### src/rtl/ctrl_acceso_arb_if.sv
// Lane-side handshake bundle for the shared door controller.
// The controller takes the slave view; lane logic or a bench takes the master view.
interface ctrl_acceso_arb_if #(
  parameter int unsigned N_REQ = 2
);
  logic [N_REQ-1:0] req;
  logic [N_REQ-1:0] alm_in;
  logic             alm_ack;
  logic [N_REQ-1:0] gnt;
  logic             door_open;
  logic             alarm;
  logic             busy;

  modport master (
    output req, alm_in, alm_ack,
    input  gnt, door_open, alarm, busy
  );

  modport slave (
    input  req, alm_in, alm_ack,
    output gnt, door_open, alarm, busy
  );
endinterface

### src/rtl/ctrl_acceso_arb.sv
// Round-robin supervisor for one door actuator shared by N_REQ lanes:
// timed opening, guard interval, and alarm lockdown until acknowledged.
module ctrl_acceso_arb #(
  parameter int unsigned N_REQ   = 2,
  parameter int unsigned T_OPEN  = 8,
  parameter int unsigned T_GUARD = 4
) (
  input  logic             clk,
  input  logic             reset,
  ctrl_acceso_arb_if.slave bus
);

  localparam int unsigned T_MAX = (T_OPEN > T_GUARD) ? T_OPEN : T_GUARD;
  localparam int unsigned CW    = (T_MAX > 1) ? $clog2(T_MAX) : 1;
  localparam int unsigned LW    = $clog2(N_REQ);

  typedef enum logic [1:0] {
    IDLE  = 2'd0,
    OPEN  = 2'd1,
    GUARD = 2'd2,
    LOCK  = 2'd3
  } state_t;

  state_t           state, state_nxt;
  logic [CW-1:0]    cnt, cnt_nxt;
  logic [LW-1:0]    last, last_nxt;
  logic [N_REQ-1:0] gnt_q, gnt_nxt;
  logic [LW-1:0]    sel;
  logic             sel_vld;
  logic             any_alm;

  assign any_alm = |bus.alm_in;

  // Round-robin pick: first requesting lane searching upward from last+1, wrapping.
  always_comb begin : rr_pick
    logic [LW-1:0] cand;
    sel     = '0;
    sel_vld = 1'b0;
    cand    = '0;
    for (int unsigned k = 1; k <= N_REQ; k++) begin
      cand = LW'((32'(last) + k) % N_REQ);
      if (!sel_vld && bus.req[cand]) begin
        sel     = cand;
        sel_vld = 1'b1;
      end
    end
  end

  // State register; the pointer resets to the top lane so lane 0 wins first.
  always_ff @(posedge clk) begin
    if (reset) begin
      state <= IDLE;
      cnt   <= '0;
      last  <= LW'(N_REQ - 1);
      gnt_q <= '0;
    end else begin
      state <= state_nxt;
      cnt   <= cnt_nxt;
      last  <= last_nxt;
      gnt_q <= gnt_nxt;
    end
  end

  // Next-state logic; a lane alarm outranks every other transition.
  always_comb begin
    state_nxt = state;
    cnt_nxt   = cnt;
    last_nxt  = last;
    gnt_nxt   = '0;
    case (state)
      IDLE: begin
        if (any_alm) begin
          state_nxt = LOCK;
          cnt_nxt   = '0;
        end else if (sel_vld) begin
          state_nxt = OPEN;
          gnt_nxt   = N_REQ'(1) << sel;
          cnt_nxt   = CW'(T_OPEN - 1);
          last_nxt  = sel;
        end
      end
      OPEN: begin
        if (any_alm) begin
          state_nxt = LOCK;
          cnt_nxt   = '0;
        end else if (!bus.req[last] || cnt == '0) begin
          state_nxt = GUARD;
          cnt_nxt   = CW'(T_GUARD - 1);
        end else begin
          gnt_nxt = gnt_q;
          cnt_nxt = cnt - CW'(1);
        end
      end
      GUARD: begin
        if (any_alm) begin
          state_nxt = LOCK;
          cnt_nxt   = '0;
        end else if (cnt == '0) begin
          state_nxt = IDLE;
        end else begin
          cnt_nxt = cnt - CW'(1);
        end
      end
      LOCK: begin
        if (bus.alm_ack && !any_alm) begin
          state_nxt = IDLE;
        end
      end
      default: begin
        state_nxt = IDLE;
        cnt_nxt   = '0;
      end
    endcase
  end

  // Outputs decoded purely from registered state and grant.
  always_comb begin
    bus.gnt       = '0;
    bus.door_open = 1'b0;
    bus.alarm     = 1'b0;
    bus.busy      = 1'b0;
    case (state)
      OPEN: begin
        bus.gnt       = gnt_q;
        bus.door_open = 1'b1;
        bus.busy      = 1'b1;
      end
      GUARD: bus.busy  = 1'b1;
      LOCK:  bus.alarm = 1'b1;
      default: ;
    endcase
  end

endmodule

### src/flat_wrapper.sv
// flat-port wrapper written by rule: the top's interface ports become plain ports
module ctrl_acceso_arb_flat 
#(
  parameter int unsigned N_REQ   = 2,
  parameter int unsigned T_OPEN  = 8,
  parameter int unsigned T_GUARD = 4
)
  (clk, reset, bus_req, bus_alm_in, bus_alm_ack, bus_gnt, bus_door_open, bus_alarm, bus_busy);
  ctrl_acceso_arb_if #(.N_REQ(N_REQ)) bus_i ();
  input  logic clk;
  input  logic reset;
  input wire logic [$bits(bus_i.req)-1:0] bus_req;
  input wire logic [$bits(bus_i.alm_in)-1:0] bus_alm_in;
  input wire logic [$bits(bus_i.alm_ack)-1:0] bus_alm_ack;
  output wire logic [$bits(bus_i.gnt)-1:0] bus_gnt;
  output wire logic [$bits(bus_i.door_open)-1:0] bus_door_open;
  output wire logic [$bits(bus_i.alarm)-1:0] bus_alarm;
  output wire logic [$bits(bus_i.busy)-1:0] bus_busy;
  assign bus_i.req = bus_req;
  assign bus_i.alm_in = bus_alm_in;
  assign bus_i.alm_ack = bus_alm_ack;
  assign bus_gnt = bus_i.gnt;
  assign bus_door_open = bus_i.door_open;
  assign bus_alarm = bus_i.alarm;
  assign bus_busy = bus_i.busy;
  ctrl_acceso_arb #(.N_REQ(N_REQ), .T_OPEN(T_OPEN), .T_GUARD(T_GUARD)) u_core (.clk(clk), .reset(reset), .bus(bus_i));
endmodule
### config.mk
export PLATFORM = sky130hd
export DESIGN_NAME = ctrl_acceso_arb_flat
export DESIGN_NICKNAME = d
export VERILOG_FILES = /design/src/rtl/ctrl_acceso_arb_if.sv /design/src/rtl/ctrl_acceso_arb.sv /design/src/flat_wrapper.sv
export SDC_FILE = /design/constraint.sdc
export NUM_CORES = 1
export LEC_CHECK = 0
export CORE_MARGIN = 5
export CORE_UTILIZATION = 40
export CTS_CLUSTER_DIAMETER = 150
export CTS_CLUSTER_SIZE = 12
export DETAILED_ROUTE_END_ITERATION = 8
export HOLD_SLACK_MARGIN = 0.12
export PLACE_DENSITY_LB_ADDON = 0.08
export SETUP_SLACK_MARGIN = 0.3
export SKIP_CTS_REPAIR_TIMING = 1
export SYNTH_ARGS = -nofsm -noshare
export SYNTH_HDL_FRONTEND = slang
export SYNTH_SLANG_ARGS = --single-unit
export TNS_END_PERCENT = 5
### constraint.sdc
create_clock -name clk -period 1.8 [get_ports clk]
set_input_delay 0.18 -clock clk [delete_from_list [all_inputs] [get_ports clk]]
set_output_delay 0.18 -clock clk [all_outputs]
set_load 0.005 [all_outputs]
======== Yosys cells after proc, flatten, opt, wreduce, memory -nomap -nowiden ========
Index checks and enable logic that the tools add are counted.
word-level totals
  word-level logic and storage cells ...... 68
  output and inout bits ................... 5
  register bits ........................... 8
  input port bits ......................... 7
operators by class
  add/subtract/negate cells ............... 3
  eq/ne operators ......................... 8
  $lt $le $gt $ge ......................... 3
  bitwise logic cells ..................... 1
  reduce and logical (&&, ||, !) cells .... 14
  mux-type cells .......................... 34
  shift-type cells ........................ 1
operator list
  cell                                                        number
  2-to-1 mux 2 bit                                            12
  2-to-1 mux 3 bit                                            6
  2-to-1 mux 1 bit                                            13
  inequality test 3 x 1 -> 1 bit, second input constant       3
  one-hot mux 3 bit (3 select lines)                          1
  one-hot mux 2 bit (4 select lines)                          1
  less-than comparator 1 x 2 -> 1 bit, second input constant  3
  AND reduction 3 bit                                         2
  equality test 2 bit, second input constant                  2
  one-hot mux 2 bit (2 select lines)                          1
  AND reduction 4 bit                                         1
  OR reduction 2 bit                                          2
  logical NOT 1 bit                                           3
  logical NOT 3 bit                                           1
  inequality test 3 x 2 -> 1 bit, second input constant       1
  nonzero test 3 bit                                          1
  subtractor 3 x 1 -> 3 bit, second input constant            1
  adder 1 bit, second input constant                          2
  equality test 2 x 1 -> 1 bit, second input constant         1
  logical AND 1 bit                                           2
  logical NOT 2 bit                                           1
  inequality test 2 x 1 -> 1 bit, second input constant       1
  left shift 1 x 1 -> 2 bit, first input constant             1
  logical OR 1 bit                                            1
  NOT 1 bit                                                   1

======== Logic depth before layout (Yosys ltp) ========
Gate-level depths: netlist of the first run.
  depth in word-level cells ............... 11
  depth in mapped cells ................... 6
  gate-level depth less buffers ........... 6

======== Least setup slack after synthesis of the first run ========
No wires, ideal clock.
  path kind ............................... reg2reg
  start point ............................. reg u_core.state[0]
  end point ............................... reg u_core.cnt[0]
  setup slack ............................. 0.263 ns
  library setup time ...................... 0.141 ns
  required time ........................... 1.659 ns
  stages on the path, launching flop included .. 7
  period minus slack after synthesis ...... 1.537 ns
  data arrival time ....................... 1.396 ns
  buffers on the path ..................... 0
  cells stage by stage .................... dfxtp_1 -> inv_1 -> ha_1 -> nor3b_2 -> a21oi_1 -> a21boi_0 -> a221oi_1
between the ends
  word-level cells in the longest chain between the ends .. 3
  elaborated cells between the ends (all ways) .. 8
  classes of those cells .................. 4 x eq/ne; 1 x mux; 3 x reduce/logical
ends and longest elaborated chain
  what                                                                    line                   text
  start: declaration                                                      ctrl_acceso_arb.sv:24  state_t state, state_nxt;
  start signal: assignment                                                ctrl_acceso_arb.sv:57  state <= state_nxt;
  equality test 2 bit, or another cell as far along                       ctrl_acceso_arb.sv:70  case (state)
  inequality test 3 x 2 -> 1 bit (no line), or another cell as far along  --
  AND reduction 3 bit (no line)                                           --
  end signal: assignment                                                  ctrl_acceso_arb.sv:58  cnt <= cnt_nxt;
  end: declaration                                                        ctrl_acceso_arb.sv:25  logic [CW-1:0] cnt, cnt_nxt;
Several ways; a longest one is shown, not always the timed one.
A chain may end at the register's enable or synchronous reset.

======== Final worst setup path of the first run ========
  start point ............................. reg u_core.state[1]
  end point ............................... out bus_gnt[1]
between the ends
  word-level cells in the longest chain between the ends .. 2
ends and longest elaborated chain
  what                          line                    text
  equality test 2 x 1 -> 1 bit  ctrl_acceso_arb.sv:122  case (state)
  2-to-1 mux 2 bit              ctrl_acceso_arb.sv:122
  end: declaration              flat_wrapper.sv:15      output wire logic [$bits(bus_i.gnt)-1:0] bus_gnt;
Every way passes these cells.

==> flow_metrics.tcl, run 1 <==
set metrics [dict create \
    r2r_start "u_core.state[0]" \
    cts-root-buf "clkbuf_4" \
    dp_cells 102 \
    synthCells 73 \
    synth_area_um2 618 \
    cts.reportedPaths.clkPinSlew_ps 50 \
    core_um2 1490 \
    reg2reg_depth 6 \
    grt_pass1_vias 533 \
    gp_congestion 0.830 \
    crit_fanout 5 \
    grt.overflow.total 0 \
    maxCapViolCount 0 \
    drv_slew 0 \
    layout_common_cells "clkdlybuf4s50_1, inv_1, nor2_1, dfxtp_1" \
    power.share.clock 0.114 \
    die_y_um 49.3 \
    ff2ff_setup_slack_ps 190 \
    initial_core_util 0.415 \
    skew_ps 2.12 \
    p_comb_frac 0.642 \
    routedWlPerCell_um 14.0 \
    syn_avg_cell_area_um2 8.47 \
    vias_per_cell 5.77 \
    io_buffers 11 \
    insertion_delay_ps 250 \
    worstMarginPinSlew_ps 398 \
    first_pass_iters 4 \
    num_vias 617 \
    rsz0062_at_grt "true" \
    synth-seq-cells 8 \
    syn_to_final_growth_pct 36.8 \
    post-route-drc-count 0 \
    path_class "register to primary output" \
    synth_edf_count 0 \
    status "finished clean" \
    leakage_nw 0.348 \
    finalSetupViolations 0 \
    numCtsBuffers 3 \
    crit_end "bus_gnt[1]" \
    cellInternalPower_w 0.000709 \
    fin_crit_sh 0.921 \
    design.die.area_um2 2430 \
    rows 14 \
    timing.hold.ws_ps 497 \
    antenna_found_initial 0 \
    num_io_pins 12 \
    grt_use_total 0.126 \
    ys_seq_area_frac 0.259 \
    dp_hpwl_mm 1.07 \
    syn_nets 87 \
    utilization 0.568 \
    synth_ff_type "dfxtp_1" \
    irDropWorstVdd_mv 0.670 \
    crit_required_ps 1620 \
    grt_pass1_wl_mm 2.37 \
    drive_above_1_share 0.220 \
    seq_power_share 0.244 \
    die_w_um 49.3 \
    cts_tree "done" \
    htreeDepth 1 \
    layoutNonFillerInstCount 107 \
    grt_max_degree 10 \
    slew_headroom 0.734 \
    p_sw_frac 0.421 \
    crit_start "u_core.state[1]" \
    max_freq_ghz 0.603 \
    p_sw_w 0.000516 \
    arrival_ps 1480 \
    yosysUniqueCellTypes 32 \
    finalCriticalPeriod_ps 1660 \
    endpoint_kind "primary output" \
    cp-start-kind "register" \
    min-delay-path-class "register to register" \
    n_antenna_cell 0 \
    power.total_w 0.00122 \
    ant_nets 0 \
    ys_warn_count 0 \
    finalHoldViolCount 0 \
    cts.sinks 8 \
    first_iter_violations 14 \
    r2r-end "u_core.state[0]" \
    cts_max_path_buffers 2 \
    synthArstFlopShare 0 \
    final_common_cell "clkdlybuf4s50_1" \
    fin_nets 107 \
    wirelength_mm 1.50 \
    powerDensity_nw_per_um2 1450 \
]
cell usage after synthesis (2+ instances only):
| cell type | instances | area [um2] |
|---|---|---|
| ha_1 | 7 | 87.6 |
| a21oi_1 | 4 | 20.0 |
| and3_1 | 2 | 12.5 |
| dfxtp_1 | 8 | 160 |
| and2_1 | 2 | 12.5 |
| a221oi_1 | 2 | 17.5 |
| nand3_1 | 2 | 10.0 |
| nand4_1 | 2 | 12.5 |
| a31oi_1 | 2 | 12.5 |
| o21ai_0 | 5 | 25.0 |
| mux2i_1 | 2 | 20.0 |
| nand2b_1 | 2 | 12.5 |
| nand2_1 | 3 | 11.3 |
| nor2_1 | 6 | 22.5 |
| inv_1 | 7 | 26.3 |
per-stage QoR:
step	worst slack [ps]	instance area (um2)	TNS [ps]
after CTS	-99.7	790	-199
final	142	846	0
after global placement	39.4	767	0
after floorplan	285	618	0
after detailed placement	42.0	767	0
after global routing	65.9	846	0
worst max-delay path, cell delays in order (launching register included):
cell	delay (ps)
dfxtp_2	350
inv_4	100
ha_4	160
and2_1	130
clkdlybuf4s50_1	490
metal layers:
layer  share of wire  wire, um  global-route usage
met3           0.050        75              0.0581
met5               0         0                   0
met2            0.46       688               0.193
met1            0.47       700               0.154
met4           0.025        38              0.0404
sequential cells by signal, summed over array words and instances (netlist names):
register      cells
u_core.cnt        3
u_core.last       1
u_core.state      2
u_core.gnt_q      2
worst min path at each step:
stage / slack, ps / cells after the start / start / endpoint
finish: 500 / 2 / u_core.gnt_q[0] / u_core.gnt_q[0]
global route: 540 / 2 / u_core.gnt_q[0] / u_core.gnt_q[0]
CTS: 500 / 2 / u_core.gnt_q[0] / u_core.gnt_q[0]
detailed placement: 480 / 2 / u_core.gnt_q[0] / u_core.gnt_q[0]
global placement: 480 / 2 / u_core.gnt_q[0] / u_core.gnt_q[0]
floorplan: 260 / 1 / bus_alm_in[1] / u_core.gnt_q[1]
power groups by stage:
stage	logic, W	clock network (W)	registers, W
global route	0.000875	0.000155	0.000308
CTS	0.000681	0.000147	0.000274
detailed placement	0.000675	0	0.000276
global placement	0.000681	0	0.000278
finish	0.000787	0.000140	0.000299
floorplan	0.000449	0	0.000266
area by class of cell:
type | instances | area, um2
repair buffers | 16 | 150
multi-input cells | 57 | 459
clock buffers | 3 | 22.5
flip-flops and latches | 8 | 165
well taps | 16 | 20.0
inverters | 7 | 28.8
fillers | 139 | 643
cells by family after synthesis:
group                    count (synthesis)  synth area share
AND/OR/NAND/NOR                         25             0.233
multiplexers                             3            0.0567
adder cells (fa/ha/maj)                  7             0.142
buffers and inverters                    8            0.0486
flip-flops                               8             0.259
AO/OA/AOI/OAI                           22             0.261
Power figures use the tool's default switching activity.
==> inputs of run 2 (changes only) <==
Settings changed: SETUP_SLACK_MARGIN 0.3 to unset.
==> run 2 against run 1 <==
Setup slack got worse by 45 ps. Clock-buffer cell count unchanged. Sequential power fell by 5%. Combinational power down 3.8%. Core utilization fell by 1.0 points. Register-to-register slack better by 20 ps. Via count is 3.1% lower. Final cell count is 0.93% lower. Hold slack got worse by 7.8 ps. Critical endpoint unchanged.
==> flow_metrics.tcl, run 2 (synthesized netlist as in run 1, its figures left out) <==
set metrics [dict create \
    gp_congestion 0.856 \
    dp_hpwl_mm 1.12 \
    p_comb_frac 0.641 \
    power.total_w 0.00118 \
    final_common_cell "clkdlybuf4s50_1" \
    crit_required_ps 1620 \
    stdcell_area_um2 831 \
    htreeDepth 1 \
    p_sw_w 0.000498 \
    min-delay-path-class "register to register" \
    fin_crit_sh 0.946 \
    postPlaceCellArea_um2 774 \
    r2r_start "u_core.state[0]" \
    wirelength_mm 1.41 \
    antenna_found_initial 0 \
    maxCapViolCount 0 \
    insertion_delay_ps 250 \
    fin_nets 106 \
    core_um2 1490 \
    irDropWorstVdd_mv 0.731 \
    cts-root-buf "clkbuf_4" \
    io_buffers 11 \
    n_antenna_cell 0 \
    grt_use_total 0.127 \
    finalCriticalPeriod_ps 1700 \
    layout_common_cells "clkdlybuf4s50_1, inv_1, nor2_1, dfxtp_1" \
    grt.overflow.total 0 \
    slew_headroom 0.752 \
    crit_fanout 7 \
    syn_to_final_growth_pct 34.4 \
    cts.reportedPaths.clkPinSlew_ps 50 \
    first_iter_violations 8 \
    vias_per_cell 5.64 \
    die_y_um 49.3 \
    cts.sinks 8 \
    worstMarginPinSlew_ps 370 \
    r2r-end "u_core.cnt[1]" \
    routedWlPerCell_um 13.3 \
    ant_nets 0 \
    reg2reg_depth 6 \
    holdPathEnd "u_core.gnt_q[0]" \
    power.share.clock 0.119 \
    num_vias 598 \
    num_io_pins 12 \
    arrival_ps 1520 \
    max_freq_ghz 0.587 \
    crit_slowest_cell "clkdlybuf4s50_1" \
    powerDensity_nw_per_um2 1420 \
    grt_pass1_vias 531 \
    crit_chain "inv_2 -> ha_4 -> and2_1 -> clkdlybuf4s50_1" \
    drive_above_1_share 0.211 \
    top_regs "u_core.cnt: 3 flops, u_core.gnt_q: 2 flops, u_core.state: 2 flops" \
    timing.hold.ws_ps 489 \
    drv_slew 0 \
    initial_core_util 0.415 \
    design.die.area_um2 2430 \
    cp-start-kind "register" \
    worstHoldStart "u_core.gnt_q[0]" \
    die_w_um 49.3 \
    post-route-drc-count 0 \
    p_sw_frac 0.422 \
    finalHoldViolCount 0 \
    grt_max_degree 10 \
    leakage_nw 0.332 \
    skew_ps 2.42 \
    rsz0062_at_grt "false" \
    largest_reg_flops 3 \
    status "finished clean" \
    regMostFlops "u_core.cnt" \
    numCtsBuffers 3 \
    rows 14 \
    first_pass_iters 4 \
    cellInternalPower_w 0.000683 \
    cts_max_path_buffers 2 \
    hold_depth 2 \
    cts_tree "done" \
    seq_power_share 0.240 \
    slowest_delay_ps 490 \
    finalSetupViolations 0 \
    endpoint_kind "primary output" \
    grt_pass1_wl_mm 2.39 \
    ff2ff_setup_slack_ps 210 \
    path_class "register to primary output" \
]
==> run 2: worst max path at each step <==
stage / depth (start not counted) / slack (ps) / to / from
final: 4 / 100 / bus_gnt[1] / u_core.state[1]
after global routing: 4 / 7 / bus_gnt[0] / u_core.state[1]
after CTS: 4 / -100 / bus_gnt[1] / u_core.state[1]
after detailed placement: 5 / 20 / u_core.cnt[1] / bus_alm_in[1]
after global placement: 5 / 40 / u_core.cnt[1] / bus_alm_in[1]
after floorplan: 6 / 260 / u_core.cnt[0] / u_core.state[0]
==> run 2: per-layer routing <==
metal  GRT usage  up-vias  wire, um
li1            -      307         -
met4      0.0404        0        13
met2       0.187       13       669
met3      0.0550        2        73
met1       0.165      276       654
met5           0        -         0
==> run 2: stage by stage <==
step	setup TNS (ps)	util	setup slack, ps	std cells
4_1_cts	-214	0.535	-104	106
6_report	0	0.558	96.9	106
5_1_grt	0	0.558	7.29	106
2_1_floorplan	0	-	263	73
3_5_place_dp	0	0.520	21.0	103
3_3_place_gp	0	0.520	43.5	103
==> run 2: final cells by class <==
| class | count | area [um2] |
|---|---|---|
| fill | 143 | 658 |
| multi-input combinational | 57 | 459 |
| sequential | 8 | 163 |
| timing repair buffer | 15 | 140 |
| inverter | 7 | 26.3 |
| clock buffer | 3 | 22.5 |
| tap | 16 | 20.0 |
==> run 2: worst max-delay path: cells and delay by family (launching register included) <==
family,cells,cell delay (ps)
buffers and inverters,2,610
and+or+nand+nor,1,140
adders and majority gates,1,190
DFF,1,340
==> run 2: power by group through the flow <==
stage | Combinational (W) | Clock, W | Sequential, W
after floorplan | 0.000446 | 0 | 0.000266
after detailed placement | 0.000676 | 0 | 0.000274
after CTS | 0.000681 | 0.000146 | 0.000271
after global placement | 0.000680 | 0 | 0.000275
final | 0.000757 | 0.000141 | 0.000284
after global routing | 0.000848 | 0.000159 | 0.000296
